--- src/rtl/alu_ctrl.sv ---
// Sequencing front-end for the one-hot alu: accepts binary commands, drives one
// execute cycle, captures result/zero into a response register and an accumulator.
module alu_ctrl #(
    parameter int DW = 8
) (
    input  logic          clk,
    input  logic          rst,
    input  logic          cmd_valid,
    output logic          cmd_ready,
    input  logic [2:0]    cmd_op,
    input  logic          cmd_use_acc,
    input  logic          cmd_wr_acc,
    input  logic [DW-1:0] cmd_a,
    input  logic [DW-1:0] cmd_b,
    output logic [6:0]    alu_opcode,
    output logic [DW-1:0] alu_op_0,
    output logic [DW-1:0] alu_op_1,
    input  logic [DW-1:0] alu_result,
    input  logic          alu_zero_f,
    output logic          res_valid,
    input  logic          res_ready,
    output logic [DW-1:0] res_data,
    output logic          res_zero,
    output logic          res_err,
    output logic [DW-1:0] acc
);

    typedef enum logic [1:0] {
        IDLE = 2'd0,
        EXEC = 2'd1,
        RESP = 2'd2
    } state_t;

    state_t        state_reg;
    logic          cmd_ready_reg;
    logic          res_valid_reg;
    logic [6:0]    opcode_reg;
    logic [DW-1:0] op_0_reg;
    logic [DW-1:0] op_1_reg;
    logic          wr_acc_reg;
    logic [DW-1:0] res_data_reg;
    logic          res_zero_reg;
    logic          res_err_reg;
    logic [DW-1:0] acc_reg;

    logic [6:0]    onehot;
    logic          illegal;
    logic          accept;

    // Binary-to-one-hot decode; code 7 has no ALU function and decodes to zero.
    genvar gi;
    generate
        for (gi = 0; gi < 7; gi++) begin : g_decode
            assign onehot[gi] = (cmd_op == 3'(gi));
        end
    endgenerate

    assign illegal = (cmd_op == 3'd7);
    assign accept  = cmd_valid & cmd_ready_reg;

    always_ff @(posedge clk or posedge rst) begin
        if (rst) begin
            state_reg     <= IDLE;
            cmd_ready_reg <= 1'b1;
            res_valid_reg <= 1'b0;
            opcode_reg    <= '0;
            op_0_reg      <= '0;
            op_1_reg      <= '0;
            wr_acc_reg    <= 1'b0;
            res_data_reg  <= '0;
            res_zero_reg  <= 1'b0;
            res_err_reg   <= 1'b0;
            acc_reg       <= '0;
        end else begin
            case (state_reg)
                IDLE: begin
                    if (accept) begin
                        cmd_ready_reg <= 1'b0;
                        if (illegal) begin
                            res_err_reg   <= 1'b1;
                            res_data_reg  <= '0;
                            res_zero_reg  <= 1'b0;
                            res_valid_reg <= 1'b1;
                            state_reg     <= RESP;
                        end else begin
                            // op_0 samples the accumulator before this command can write it.
                            opcode_reg <= onehot;
                            op_0_reg   <= cmd_use_acc ? acc_reg : cmd_a;
                            op_1_reg   <= cmd_b;
                            wr_acc_reg <= cmd_wr_acc;
                            state_reg  <= EXEC;
                        end
                    end
                end
                EXEC: begin
                    res_data_reg  <= alu_result;
                    res_zero_reg  <= alu_zero_f;
                    res_err_reg   <= 1'b0;
                    if (wr_acc_reg) begin
                        acc_reg <= alu_result;
                    end
                    opcode_reg    <= '0;
                    res_valid_reg <= 1'b1;
                    state_reg     <= RESP;
                end
                RESP: begin
                    if (res_ready) begin
                        res_valid_reg <= 1'b0;
                        cmd_ready_reg <= 1'b1;
                        state_reg     <= IDLE;
                    end
                end
                default: begin
                    state_reg     <= IDLE;
                    cmd_ready_reg <= 1'b1;
                    res_valid_reg <= 1'b0;
                    opcode_reg    <= '0;
                end
            endcase
        end
    end

    assign cmd_ready  = cmd_ready_reg;
    assign res_valid  = res_valid_reg;
    assign alu_opcode = opcode_reg;
    assign alu_op_0   = op_0_reg;
    assign alu_op_1   = op_1_reg;
    assign res_data   = res_data_reg;
    assign res_zero   = res_zero_reg;
    assign res_err    = res_err_reg;
    assign acc        = acc_reg;

endmodule
--- config.mk ---
export PLATFORM = sky130hd
export DESIGN_NAME = alu_ctrl
export DESIGN_NICKNAME = d
export VERILOG_FILES = /design/src/rtl/alu_ctrl.sv
export SDC_FILE = /design/constraint.sdc
export NUM_CORES = 1
export LEC_CHECK = 0
export CAP_MARGIN = 25
export CORE_AREA = 5 5 61 118
export CTS_CLUSTER_DIAMETER = 80
export DETAILED_ROUTE_END_ITERATION = 6
export DIE_AREA = 0 0 66 123
export GPL_TIMING_DRIVEN = 0
export PLACE_DENSITY = 0.64
export SETUP_SLACK_MARGIN = 0.1
export SLEW_MARGIN = 20
export SYNTH_ARGS = -nofsm -noshare
export SYNTH_HDL_FRONTEND = slang
export SYNTH_SLANG_ARGS = --single-unit
export TNS_END_PERCENT = 50
--- constraint.sdc ---
create_clock -name clk -period 1.9 [get_ports clk]
set_input_delay 0.285 -clock clk [delete_from_list [all_inputs] [get_ports clk]]
set_output_delay 0.285 -clock clk [all_outputs]
set_load 0.005 [all_outputs]
==> results summary, run 1 <==
Setup violations remaining at the end of the flow were counted as 0. After routing the design area is 3050 um2. The H-tree was split into 2 levels. The maximum count of clock buffers along a single path came out at 2.

The mean cell area of the mapped netlist is 12.6 um2. The worst vdd rail ir drop came out at 0.461 mV. The final number of max-transition violations came out at 0. The Yosys step of the flow raised 0 warnings. The final antenna diode count is 0. The library cell used as clock root buffer is clkbuf_16. Walking the worst path, the cells encountered are clkdlybuf4s50_1, and3_1, nor3_4, buf_12, mux2_2. The slowest stage of the critical path is the clkdlybuf4s50_1 cell. Derived from the worst setup path, the maximum achievable clock frequency is a little under 0.6 GHz.

In the post-synthesis netlist, the biggest area contributors are dfrtp_1 57%, mux2_2 14%, mux2_4 6.8%. STA classifies the critical path endpoint as a flop. The number of global-route vias before repair came out at roughly 1.7k. Routability-driven placement finished with a final weighted congestion of around 0.83. The fraction of the yosys area taken by sequential cells is between 50% and 60%. The largest net degree at the start of global routing came out at 25.

Setup repair after global routing left no endpoint under its margin. The count of mapped cells out of synthesis is 157. TritonCTS built the clock tree. Data on the critical path arrives at its endpoint at 1850 ps. Synthesis produced a netlist with a net count of about 190. The relative slew slack came out at 63.5%. The post-synthesis cell type count came out at 28. The power after layout is a little over 2 mW. The latest clock arrival within the worst-skew pair is about 280 ps. The post-route minimum period came out at approximately 1700 ps. The worst-case setup slack after placement is -301 ps. The fraction of layout cells with a size suffix above 1 is 21.0%. The total negative setup slack is 0 ps. After detailed routing, the number of remaining DRC violations is 0. In this run the worst path has a maximum fanout of 7. The starting density of the core came out at a little under a third. Together, buffers and inverters on the worst path number 2. The clock buffer count from CTS is 5. The total congestion overflow after global routing came out at 0. The area of the core region is 6210 um2. The netlist area before placement came out at 1980 um2.

The final layout contains around 280 nets. The post-detailed-route count of antenna-violating nets came out at 0. The total power divided by cell area is approximately 670 nW/um2. The worst setup path is launched from a primary input. The boundary pin count is 77. Of all cell types, the one taking the most synthesized area is dfrtp_1. The die is ~66 um wide. After clock tree synthesis, the clock-pin slew on the worst setup and hold paths is approximately 70 ps. The total wirelength of the detailed-routed design came out at around 4600 um. The worst clock skew on the final layout is 2.51 ps.

The kind of cell adding the most delay to the critical path is buffers and inverters. The final worst-path setup slack is approximately 220 ps. In this run the critical register-to-register path is launched from cmd_ready$_DFFE_PP1P_. The number of detailed-route iterations in the first pass came out at 4. The critical path is of the primary input to flop type. The area added between synthesis and finish came out at 53.7%. The flow ran to the end, and the final reports show no timing, DRC or antenna violations. The placed standard-cell area is between 2000 and 3000 um2. After synthesis, the largest area contributor takes up about 57% of total cell area.

The number of cells upsized or downsized after cts is 0. The post-route fraction of the period consumed by the critical path came out at between 80% and 90%. The most critical setup path has its startpoint at cmd_op[2]. The initial antenna violation count is 0. The number of sinks driven by the clock tree is 46.

The slew at the pin closest to its max-slew limit is between 500 and 600 ps. STA puts the critical path data required time at 2070 ps. The delay of the slowest cell on the worst path came out at about 520 ps. The most common library cell in the layout ignoring fill and taps is clkdlybuf4s50_1. The detailed router placed 1496 vias in this run.

The die outline height is between 100 and 150 um. The count of final hold-check violations is 0. The total routing usage reported by global routing is a little under an eighth. The path class of the tightest hold or removal check is primary input to asynchronous set/reset pin. The total number of placement rows came out at 41. The average detailed-routed wire length per instance is roughly 14 um. The overall die area came out at slightly above 8000 um2. The total of buffers placed on input and output ports came out at 75. The tightest hold margin is roughly 370 ps. The global-route wire length before repair came out at 7780 um. In the layout the commonest cells are 75 x clkdlybuf4s50_1, 45 x dfrtp_1, 24 x mux2_2, 21 x nand2_1, 11 x o21ai_0.

The via density per instance came out at about 4.5. The leakage power total came out at approximately 1.4 nW. The reported max-cap violation count is 0. The post-DP HPWL is between 3000 and 4000 um. The violation count after the first detailed-route iteration is 51. The number of flip-flops and latches in the synthesized netlist is 46.
-- report_power, final --
part	switching, mW	internal, mW	leakage (nW)
clock	0.384	0.494	0.0704
combinational	0.0564	0.0987	0.708
sequential	0.00684	0.988	0.574
-- timing repair --
item	in CTS	in global routing
setup buffers	2	0
pin swaps	1	1
hold buffers	0	0
endpoints found under the setup margin	9	17
-- metal layers --
| metal | share of wire (%) | GRT usage (%) | wire length, um | vias to the layer above |
|---|---|---|---|---|
| met2 | 45 | 19.5 | 2100 | 69 |
| met1 | 42 | 14.8 | 1960 | 708 |
| met3 | 12 | 5.45 | 549 | 4 |
| met4 | 0.69 | 1.91 | 32 | 0 |
| met5 | 0 | 0 | 0 | - |
| li1 | - | - | - | 715 |
-- path summary, 6_finish.rpt --
path | end | slack, ps | cells past startpoint
min reg2reg | res_err$_DFFE_PP0P_ | 490 | 1
max reg2reg | alu_op_0[2]$_DFFE_PP0P_ | 250 | 4
max in group asynchronous | acc[3]$_DFFE_PP0P_ | 1040 | 3
max | alu_op_0[2]$_DFFE_PP0P_ | 220 | 5
min | alu_opcode[3]$_DFFE_PP0P_ | 370 | 2
min in group clk | res_err$_DFFE_PP0P_ | 490 | 1
-- cell usage after synthesis --
master and number:
a211o_1 1, o22a_1 1, nand2_1 21, nor2_1 2, o22ai_1 1, a21oi_1 9
inv_1 5, o21a_1 1, mux2_2 24, o21ai_0 11, buf_2 1, and2b_1 1
a31oi_1 2, and2_1 1, buf_12 1, dfstp_2 1, clkbuf_2 1, buf_1 2
nand3b_4 1, clkbuf_1 2, nand2b_1 2, and3b_1 1, and3_1 1, nor3_4 1
nand4_1 6, mux2_4 9, dfrtp_1 45, nor3_1 3
-- cell type report --
| type | count | area [um2] |
|---|---|---|
| clock buffer | 5 | 125 |
| tap | 86 | 108 |
| multi-input combinational | 99 | 766 |
| sequential | 46 | 1150 |
| fill | 579 | 3160 |
| inverter | 5 | 18.8 |
| clock inverter | 3 | 25.0 |
| buffer | 7 | 45.0 |
| timing repair buffer | 78 | 806 |
-- through the flow --
stage                     instances  util, %
final                           329     49.1
after global routing            329     49.1
after CTS                       329     49.1
after detailed placement        319     46.2
after global placement          318     45.8
after floorplan                 157        -
-- worst register-to-register path, delay by kind of cell (launching register included) --
family,cells,cell delay (ps)
mux,1,330
buf+inv,1,170
simple gates,2,460
flops,1,580
-- cell families (layout without fill, tap and decap cells) --
logic type / after synthesis / in the layout / synth area share [%]
DFF: 46 / 46 / 58.1
AOI/OAI and AO/OA: 26 / 26 / 7.26
muxes: 33 / 33 / 20.5
buffers and inverters: 12 / 98 / 3.22
and+or+nand+nor: 40 / 40 / 10.9
No activity file was read; power rests on OpenSTA's default activity.
==> inputs of run 2 (changes only) <==
Settings changed: TNS_END_PERCENT 50 to 1.
==> results of run 2 <==
Final layout, timing and power as in run 1 (identical DEF).
